File: config.mk
export PLATFORM = sky130hd
export DESIGN_NAME = rs_arbiter
export DESIGN_NICKNAME = d
export VERILOG_FILES = /design/src/rtl/rs_arbiter.sv
export SDC_FILE = /design/constraint.sdc
export NUM_CORES = 1
export LEC_CHECK = 0
export CAP_MARGIN = 20
export CELL_PAD_IN_SITES_DETAIL_PLACEMENT = 1
export CELL_PAD_IN_SITES_GLOBAL_PLACEMENT = 2
export CORE_ASPECT_RATIO = 1.75
export CORE_MARGIN = 3
export CORE_UTILIZATION = 21
export DETAILED_ROUTE_END_ITERATION = 10
export HOLD_SLACK_MARGIN = 0.02
export PLACE_DENSITY = 0.78
export REMOVE_ABC_BUFFERS = 1
export SETUP_SLACK_MARGIN = 0.02
export SYNTH_ARGS = -nofsm -noshare
export SYNTH_HDL_FRONTEND = slang
export SYNTH_SLANG_ARGS = --single-unit
File: constraint.sdc
create_clock -name clk -period 2.05 [get_ports clk]
set_input_delay 0.615 -clock clk [delete_from_list [all_inputs] [get_ports clk]]
set_output_delay 0.615 -clock clk [all_outputs]
set_load 0.01 [all_outputs]
File: src/rtl/rs_arbiter.sv
// rs_arbiter: round-robin owner of the shared RS decoder.
// Grants one TS channel per row, routes bytes, watchdog release.
//
// Ports:
//   clk, reset               clock, sync active-high reset
//   tsN_req                  channel N has a row ready
//   tsN_rs_mode/en_in/din    channel N mode, byte strobe, byte in
//   tsN_gnt                  channel N owns the decoder
//   tsN_rs_en_out/dout       decoder output routed to channel N
//   tsN_row_done             one-cycle pulse: channel N row finished
//   rs_mode/en_in/din        mode, strobe, byte toward the decoder
//   rs_row_finish/en_out/dout  decoder row-done, strobe, byte
//   rs_timeout               one-cycle pulse on watchdog release
//   busy                     high whenever not IDLE
`timescale 1ns/1ps
module rs_arbiter #(
  parameter int TIMEOUT = 65535,
  parameter int CNT_W   = 16,
  parameter int GAP_CYC = 2
) (
  input  logic       clk,
  input  logic       reset,
  input  logic       ts0_req,
  input  logic       ts1_req,
  input  logic [1:0] ts0_rs_mode,
  input  logic [1:0] ts1_rs_mode,
  input  logic       ts0_rs_en_in,
  input  logic       ts1_rs_en_in,
  input  logic [7:0] ts0_rs_din,
  input  logic [7:0] ts1_rs_din,
  output logic       ts0_gnt,
  output logic       ts1_gnt,
  output logic       ts0_rs_en_out,
  output logic       ts1_rs_en_out,
  output logic [7:0] ts0_rs_dout,
  output logic [7:0] ts1_rs_dout,
  output logic       ts0_row_done,
  output logic       ts1_row_done,
  output logic [1:0] rs_mode,
  output logic       rs_en_in,
  output logic [7:0] rs_din,
  input  logic       rs_row_finish,
  input  logic       rs_en_out,
  input  logic [7:0] rs_dout,
  output logic       rs_timeout,
  output logic       busy
);

  localparam logic [1:0] S_IDLE = 2'd0;
  localparam logic [1:0] S_OWN0 = 2'd1;
  localparam logic [1:0] S_OWN1 = 2'd2;
  localparam logic [1:0] S_GAP  = 2'd3;

  localparam int GAP_W = (GAP_CYC > 1) ? $clog2(GAP_CYC) : 1;

  logic [1:0]       state;
  logic             last_owner;
  logic [CNT_W-1:0] wd_cnt;
  logic [GAP_W-1:0] gap_cnt;
  logic             own0;
  logic             own1;
  logic             wd_expired;

  assign own0       = (state == S_OWN0);
  assign own1       = (state == S_OWN1);
  assign wd_expired = (wd_cnt == CNT_W'(TIMEOUT - 1));

  always_ff @(posedge clk) begin
    if (reset) begin
      state        <= S_IDLE;
      last_owner   <= 1'b1;
      wd_cnt       <= '0;
      gap_cnt      <= '0;
      rs_mode      <= 2'b00;
      ts0_row_done <= 1'b0;
      ts1_row_done <= 1'b0;
      rs_timeout   <= 1'b0;
    end else begin
      ts0_row_done <= 1'b0;
      ts1_row_done <= 1'b0;
      rs_timeout   <= 1'b0;
      unique case (state)
        S_IDLE: begin
          wd_cnt <= '0;
          // On a tie the channel that did not own last wins.
          if (ts0_req && (!ts1_req || last_owner)) begin
            state      <= S_OWN0;
            last_owner <= 1'b0;
            rs_mode    <= ts0_rs_mode;
          end else if (ts1_req) begin
            state      <= S_OWN1;
            last_owner <= 1'b1;
            rs_mode    <= ts1_rs_mode;
          end
        end
        S_OWN0, S_OWN1: begin
          if (rs_row_finish || wd_expired) begin
            // A finish in the expiry cycle counts as a clean finish.
            ts0_row_done <= rs_row_finish && own0;
            ts1_row_done <= rs_row_finish && own1;
            rs_timeout   <= !rs_row_finish;
            state        <= S_GAP;
            gap_cnt      <= GAP_W'(GAP_CYC - 1);
            wd_cnt       <= '0;
          end else begin
            wd_cnt <= wd_cnt + CNT_W'(1);
          end
        end
        S_GAP: begin
          wd_cnt <= '0;
          if (gap_cnt == '0) begin
            state <= S_IDLE;
          end else begin
            gap_cnt <= gap_cnt - GAP_W'(1);
          end
        end
        default: state <= S_IDLE;
      endcase
    end
  end

  assign ts0_gnt = own0;
  assign ts1_gnt = own1;
  assign busy    = (state != S_IDLE);

  always_comb begin
    rs_en_in = 1'b0;
    rs_din   = 8'h00;
    unique case (1'b1)
      own0: begin
        rs_en_in = ts0_rs_en_in;
        rs_din   = ts0_rs_din;
      end
      own1: begin
        rs_en_in = ts1_rs_en_in;
        rs_din   = ts1_rs_din;
      end
      default: begin
        rs_en_in = 1'b0;
        rs_din   = 8'h00;
      end
    endcase
  end

  assign ts0_rs_en_out = own0 & rs_en_out;
  assign ts1_rs_en_out = own1 & rs_en_out;
  assign ts0_rs_dout   = own0 ? rs_dout : 8'h00;
  assign ts1_rs_dout   = own1 ? rs_dout : 8'h00;

endmodule

; ---- Word-level counts from Yosys, hierarchy flattened
; Index checks and enable logic that the tools add are counted.
[classes]
n_addsub = 2
n_eq_ne = 7
mux = 18
bitwise = 4
reduce_logical = 17
[ops]
columns = operator, n
row1 = $pmux 16 s2, 1
row2 = $add 16x1->16 const B, 1
row3 = $eq 16x16->1 const B, 1
row4 = $mux 16, 1
row5 = $mux 8, 2
row6 = $pmux 8 s2, 1
row7 = $mux 2, 6
row8 = $pmux 2 s3, 1
row9 = $reduce_bool 2->1, 3
row10 = $eq 2x2->1 const B, 2
row11 = $mux 1, 4
row12 = $ne 2x2->1 const B, 2
row13 = $pmux 1 s2, 2
row14 = $reduce_and 2->1, 2
row15 = $reduce_or 2->1, 2
row16 = $logic_and 1x1->1, 3
row17 = $ne 3x3->1 const B, 1
row18 = $reduce_and 3->1, 1
row19 = $reduce_or 3->1, 1
row20 = $and 1x1->1, 2
row21 = $eq 2x1->1 const B, 1
row22 = $logic_not 1->1, 2
row23 = $logic_not 2->1, 1
row24 = $logic_or 1x1->1, 2
row25 = other kinds (2), 3
[totals]
regBits = 25
output_inout_bits = 35

; ---- Depth between registers and ports, before layout
; Gate-level depths: netlist of run 1.
[depth]
word_depth = 5
mapped_depth = 7

; ---- Worst setup path before layout of run 1
; No wires, ideal clock.
[synth_path]
kind = register to output
from = register state[0]
to = output port ts1_rs_dout[0]
arrival_time_ns = 1.296
t_required_ns = 1.435
path_slack_ns = 0.139
stages_incl_launch_ff = 6
path_cell_list = dfxtp_1 > inv_1 > ha_1 > clkbuf_1 > clkbuf_1 > and2_1
[synth_between]
elab_chain_len = 2
[synth_lines]
columns = element, line_no
row1 = start: declaration, 56  ; logic [1:0] state;
row2 = start signal: assignment, 70  ; state <= S_IDLE;
row3 = start signal: assignment, 87  ; state <= S_OWN0;
row4 = start signal: assignment, 91  ; state <= S_OWN1;
row5 = $eq 2x2->1, 65  ; assign own1 = (state == S_OWN1);
row6 = via ts1_gnt, 32  ; output logic ts1_gnt,
row7 = $mux 8, 148  ; assign ts1_rs_dout = own1 ? rs_dout : 8'h00;
row8 = end: declaration, 36  ; output logic [7:0] ts1_rs_dout,
; The timed path passes the listed nets, and every way through them passes these cells.

; ---- Worst setup path after layout of run 1
[layout_path]
from = input port ts0_rs_din[4]
to = output port rs_din[4]
[layout_between]
elab_chain_len = 1
[layout_lines]
columns = element, line_no
row1 = start: declaration, 29  ; input logic [7:0] ts0_rs_din,
row2 = $pmux 8 s2, 129  ; unique case (1'b1)
row3 = end: declaration, 41  ; output logic [7:0] rs_din,
; No other way between the ends.

==> flow_summary.ini, run 1 <==
[outcome]
status = finished clean

[worst_setup_path]
rr_endpoint = gap_cnt
r2r-start = wd_cnt[3]
crit_path_end_kind = primary output
path_cells = clkdlybuf4s50_1, a22oi_2, nor2b_1, buf_2
r2r_cells = 4
rrSetupSlack_ns = 0.19
max_stage_delay_ns = 0.41
worstSetupPathType = in -> out
cp_max_fo = 1
path_buf_inv = 2
crit_path_start_kind = input port
critPathSlowestCell = clkdlybuf4s50_1
cpLargestDelayFamily = buffers and inverters
worstPathRequired_ns = 1.43
worstPathArrival_ns = 1.39
startpoint = ts0_rs_din[4]

[logic_synthesis]
synthDistinctLibCells = 35
yosysMostFrequentCell = dfxtp_1
synth_edf_count = 0
synthTopCellsByCount = dfxtp_1, and2_1, nor2_1, nor2b_1
synthArstFlopShare_pct = 0
synthCells = 173
yosysWarnings = 0
synthFlopType = dfxtp_1
synth_top_area_share_pct = 34.97
syn_area_um2 = 1431
avgSynthCellArea_um2 = 8.274
synth-seq-cells = 25
synth.area.top_cells = dfxtp_1, and2_1, nor2b_1
synth_top_cell_by_area = dfxtp_1
seq_area_frac_synth_pct = 34.97

[clock_tree]
cts_tree = built
htree_levels = 1
clkSinkCount = 25
cts-buffers-inserted = 3
clk_latency_ns = 0.26
cts.root.buffer_cell = clkbuf_16
clkTransAtPathRegs_ns = 0.07
clockBufferDepth = 2

[worst_hold_path]
min_from = wd_cnt[0]
hold_class = reg -> reg
worstHoldPathCells = 1
hold_path_end = wd_cnt[0]

[sta]
rsz0062_at_grt = true
tightest_slew_ns = 0.3368
fin_crit_ns = 2.007
fin_crit_sh_pct = 97.92
fin_skew_ns = 0.005485
finalMaxSlewViolations = 0
max_freq_ghz = 0.4982
hold_slack_ns = 0.4753
setup_violations = 0
relSlewSlack_pct = 77.34
hold_violations = 0

[final_layout]
design_area_um2 = 2496
syn_to_final_growth_pct = 74.39
nNetsFinal = 303
drive_gt1_share_pct = 28.08
diodes = 0
fill_cells = 802

[routing]
drc_errors = 0
drtIter0Drc = 38
dr_total_vias = 1554
drt.antenna.violating_nets = 0
via_per_inst = 4.544
wl_per_cell_um = 14.96
firstDrtPassIters = 2
totalWireLength_um = 5117

[power]
p_leak_nw = 1.090
peakVddDrop_v = 0.0005139
power_mw = 2.602
p_per_area_nw_per_um2 = 1042

[global_routing]
grt-ovfl-total = 0
track_usage_pct = 13.51
grt_max_degree = 21
first_global_vias = 1625
grt_pass1_wl_um = 8024
antenna_found_initial = 0

[floorplanning]
die_x_um = 68.41
ios = 71
die_area_um2 = 7882
core_area_um2 = 6588
rows = 39
initial_core_util_pct = 21.73
die_y_um = 115.2

[placed_design]
hpwl_um = 4009
gp_congestion = 0.7490
placed_cell_area_um2 = 2350
port_buffers = 70

[run]
drv_cap = 0
final cells by class:
cell class / count / area [um2] / share of cell area (%)
Multi-Input combinational cell: 134 / 959.7 / 38.45
Timing Repair Buffer: 90 / 824.5 / 33.03
Tap cell: 82 / 102.6 / 4.110
Sequential cell: 25 / 503.0 / 20.15
Clock buffer: 3 / 75.07 / 3.008
Clock inverter: 1 / 5.005 / 0.2005
Inverter: 7 / 26.28 / 1.053
routing by layer:
metal | wire length (um) | global-route usage [%]
met2 | 3157 | 25.91
met3 | 130 | 2.053
met5 | 0 | 0
met1 | 1691 | 13.82
met4 | 137 | 5.179
cells in the final DEF (no fill, tap or decap), types with 5 or more instances in the layout:
| master | instances |
|---|---|
| nor2b_1 | 13 |
| nand2_1 | 8 |
| dlymetal6s2s_1 | 13 |
| buf_2 | 26 |
| xnor2_1 | 7 |
| nand3_1 | 7 |
| buf_4 | 12 |
| inv_1 | 5 |
| a22oi_2 | 9 |
| nor2_1 | 18 |
| and2_1 | 18 |
| dfxtp_1 | 23 |
| clkdlybuf4s50_1 | 27 |
| a21oi_1 | 9 |
how the worst max path moves through the flow:
| stage | slack [ns] | cells after the start | to |
|---|---|---|---|
| 6_report | 0.04 | 4 | rs_din[4] |
| 5_1_grt | -0.0006 | 6 | rs_din[0] |
| 4_1_cts | -0.11 | 6 | rs_din[3] |
| 3_5_place_dp | -0.39 | 4 | rs_din[6] |
| 3_3_place_gp | -0.39 | 4 | rs_din[3] |
| 2_1_floorplan | 0.25 | 4 | rs_din[0] |
where the power goes:
part	internal (mW)	switching (mW)
clock network	0.263	0.176
registers	0.549	0.0398
logic	0.864	0.710
registers in the layout, indices dropped and copies added, names as in the netlist:
signal and cells:
gap_cnt 1, last_owner 1, rs_mode 2, rs_timeout 1, state 2, ts0_row_done 1
ts1_row_done 1, wd_cnt 16
stage by stage:
stage,utilization (%),worst slack (ns),setup TNS [ns],std cells
3_3_place_gp,35.67,-0.3850,-8.875,332
2_1_floorplan,-,0.2475,0,166
4_1_cts,36.16,-0.1093,-0.5381,338
6_report,37.89,0.04269,0,342
3_5_place_dp,35.67,-0.3880,-9.121,332
5_1_grt,37.89,-0.0005609,-0.0005609,342
timing repair:
item | CTS | global route
setup endpoints to repair | 30 | 18
gates cloned | 0 | 1
hold buffers | 0 | 0
resized for setup | 119 | 31
pin swaps | 0 | 5
hold endpoints to repair | 0 | 0
buffers inserted | 2 | 5
worst reg2reg max path, stage by stage, from the launching register on:
cell and delay (ns):
dfxtp_1 0.43, nand4_4 0.20, or4_1 0.59, a21oi_1 0.19
mux2_2 0.34
cells by family (layout without fill, tap and decap cells):
| logic type | count (synthesis) | in the layout | synth area share, % |
|---|---|---|---|
| AND/OR/NAND/NOR | 86 | 86 | 34.70 |
| AO/OA/AOI/OAI | 31 | 31 | 14.34 |
| flip-flops | 25 | 25 | 34.97 |
| buffers and inverters | 14 | 101 | 3.759 |
| XOR/XNOR | 9 | 9 | 5.507 |
| adder cells (fa/ha/maj) | 6 | 6 | 5.245 |
| multiplexers | 2 | 2 | 1.486 |
Power figures use the tool's default switching activity.
==> run 2: changes to the inputs <==
- CORE_MARGIN: 3 -> 2
==> run 2 against run 1 <==
  * The flow now finishes with violations (negative setup slack)
  * Sequential share of layout area rose by 0.28 points
  * Non-clock buffer count up 5
  * Clock-buffer cell count up 1
  * First-iteration DRC count decreased by 47%
  * Critical path depth rose by 4
  * Wire length fell by 5.3%
  * Critical endpoint is now rs_din[3]
==> flow_summary.ini, run 2 (synthesis gave the netlist of run 1 again) <==
[global_routing]
grt_pass1_wl_um = 7928
grt_max_degree = 17
antenna_found_initial = 0
grt-ovfl-total = 0
track_usage_pct = 13.38
first_global_vias = 1623

[clock_tree]
clk_latency_ns = 0.26
cts.root.buffer_cell = clkbuf_16
clockBufferDepth = 2
cts-buffers-inserted = 3
clkTransAtPathRegs_ns = 0.06
cts_tree = built
htree_levels = 1
clkSinkCount = 25

[routing]
totalWireLength_um = 4844
drt.antenna.violating_nets = 0
firstDrtPassIters = 2
wl_per_cell_um = 13.96
dr_total_vias = 1573
via_per_inst = 4.533
drtIter0Drc = 20
drc_errors = 0

[power]
p_leak_nw = 1.004
peakVddDrop_v = 0.0006626
p_per_area_nw_per_um2 = 1031

[placed_design]
dp_cells = 334
hpwl_um = 3885
gp_congestion = 0.7782
port_buffers = 70

[sta]
hold_violations = 0
setup_violations = 3
tightest_slew_ns = 0.3350
fin_skew_ns = 0.001637
rsz0062_at_grt = true
finalMaxSlewViolations = 0
max_freq_ghz = 0.4776
hold_slack_ns = 0.4722
fin_crit_sh_pct = 102.1
relSlewSlack_pct = 77.46
fin_crit_ns = 2.094
fin_ws_ns = -0.04392

[worst_setup_path]
cp_max_fo = 5
crit_path_end_kind = primary output
rr_endpoint = wd_cnt[12]
worstSetupPathType = reg -> out
worstPathRequired_ns = 1.43
r2r_cells = 5
crit_path_start_kind = flip-flop
rrSetupSlack_ns = 0.21
r2r-start = wd_cnt[0]
worstPathArrival_ns = 1.48

[floorplanning]
rows = 39
die_x_um = 66.41
die_y_um = 113.2
initial_core_util_pct = 21.73
core_area_um2 = 6588
ios = 71
die_area_um2 = 7519

[final_layout]
final_cell_mix = clkdlybuf4s50_1, buf_2, dfxtp_1
largest_reg_flops = 16
mostFrequentLayoutCell = clkdlybuf4s50_1
diodes = 0
syn_to_final_growth_pct = 71.59
instances_no_fill = 347
top_regs = wd_cnt x16, rs_mode x2, state x2
drive_gt1_share_pct = 28.30
nNetsFinal = 308
fill_cells = 803
top_register = wd_cnt

[outcome]
violations = negative setup slack
status = finished with violations

[worst_hold_path]
hold_class = reg -> reg
worstHoldPathCells = 1
min_from = wd_cnt[0]
hold_path_end = wd_cnt[0]

[run]
drv_cap = 0
-- run 2: cell count changes in the layout (fill, tap and decap cells not counted), sizes merged --
cell / change
dlymetal6s2s: -11
clkinv: -1
clkdlybuf4s50: +9
buf: +6
dlygate4sd2: +2
-- run 2: report_power, final --
| group | switching (mW) | internal, mW |
|---|---|---|
| Clock | 0.168 | 0.266 |
| Sequential | 0.0382 | 0.547 |
| Combinational | 0.682 | 0.832 |
-- run 2: timing repair --
action,4_1_cts,5_1_grt
pin swaps,2,3
buffers inserted,5,2
hold buffers,0,0
gates cloned,1,1
endpoints found under the setup margin,30,9
gates resized for setup,134,7
-- run 2: cell type report --
type                            instances  area, um2  share of cell area [%]
Sequential cell                        25      501.7                   20.43
Multi-Input combinational cell        134      954.7                   38.87
Inverter                                7      26.28                   1.070
Timing Repair Buffer                   95      792.0                   32.25
Clock buffer                            4      78.83                   3.209
Tap cell                               82      102.6                   4.177
-- run 2: metal layers --
| layer | wire length [um] | track usage [%] | share of wire [%] |
|---|---|---|---|
| met5 | 0 | 0 | 0 |
| met4 | 118 | 4.082 | 2.4 |
| met3 | 115 | 1.491 | 2.4 |
| met2 | 3028 | 27.27 | 63 |
| met1 | 1582 | 13.24 | 33 |
-- run 2: metrics by stage --
stage	total power [mW]	setup TNS [ns]	area [um2]	utilization (%)	setup WS (ns)
after floorplan	1.208	0	1404	-	0.2475
after global placement	1.975	-8.812	2340	35.52	-0.3927
after detailed placement	1.985	-9.092	2340	35.52	-0.4010
after CTS	2.527	-0.3127	2425	36.81	-0.08840
after global routing	2.716	-0.4966	2456	37.28	-0.1128
final	2.533	-0.1120	2456	37.28	-0.04392
-- run 2: critical path, stage by stage, from the launching register on --
cell and delay, ns:
dfxtp_2 0.35, inv_2 0.04, buf_6 0.11, ha_4 0.17
buf_6 0.13, buf_4 0.13, a22oi_2 0.10, nor2b_1 0.06
buf_2 0.13
-- run 2: worst max path at each step --
stage	from	to	slack (ns)
floorplan	state[1]	rs_din[0]	0.25
global placement	ts0_rs_din[0]	rs_din[0]	-0.39
detailed placement	ts0_rs_din[0]	rs_din[0]	-0.40
CTS	ts0_rs_din[6]	rs_din[6]	-0.09
global route	state[0]	rs_din[3]	-0.11
finish	state[0]	rs_din[3]	-0.04
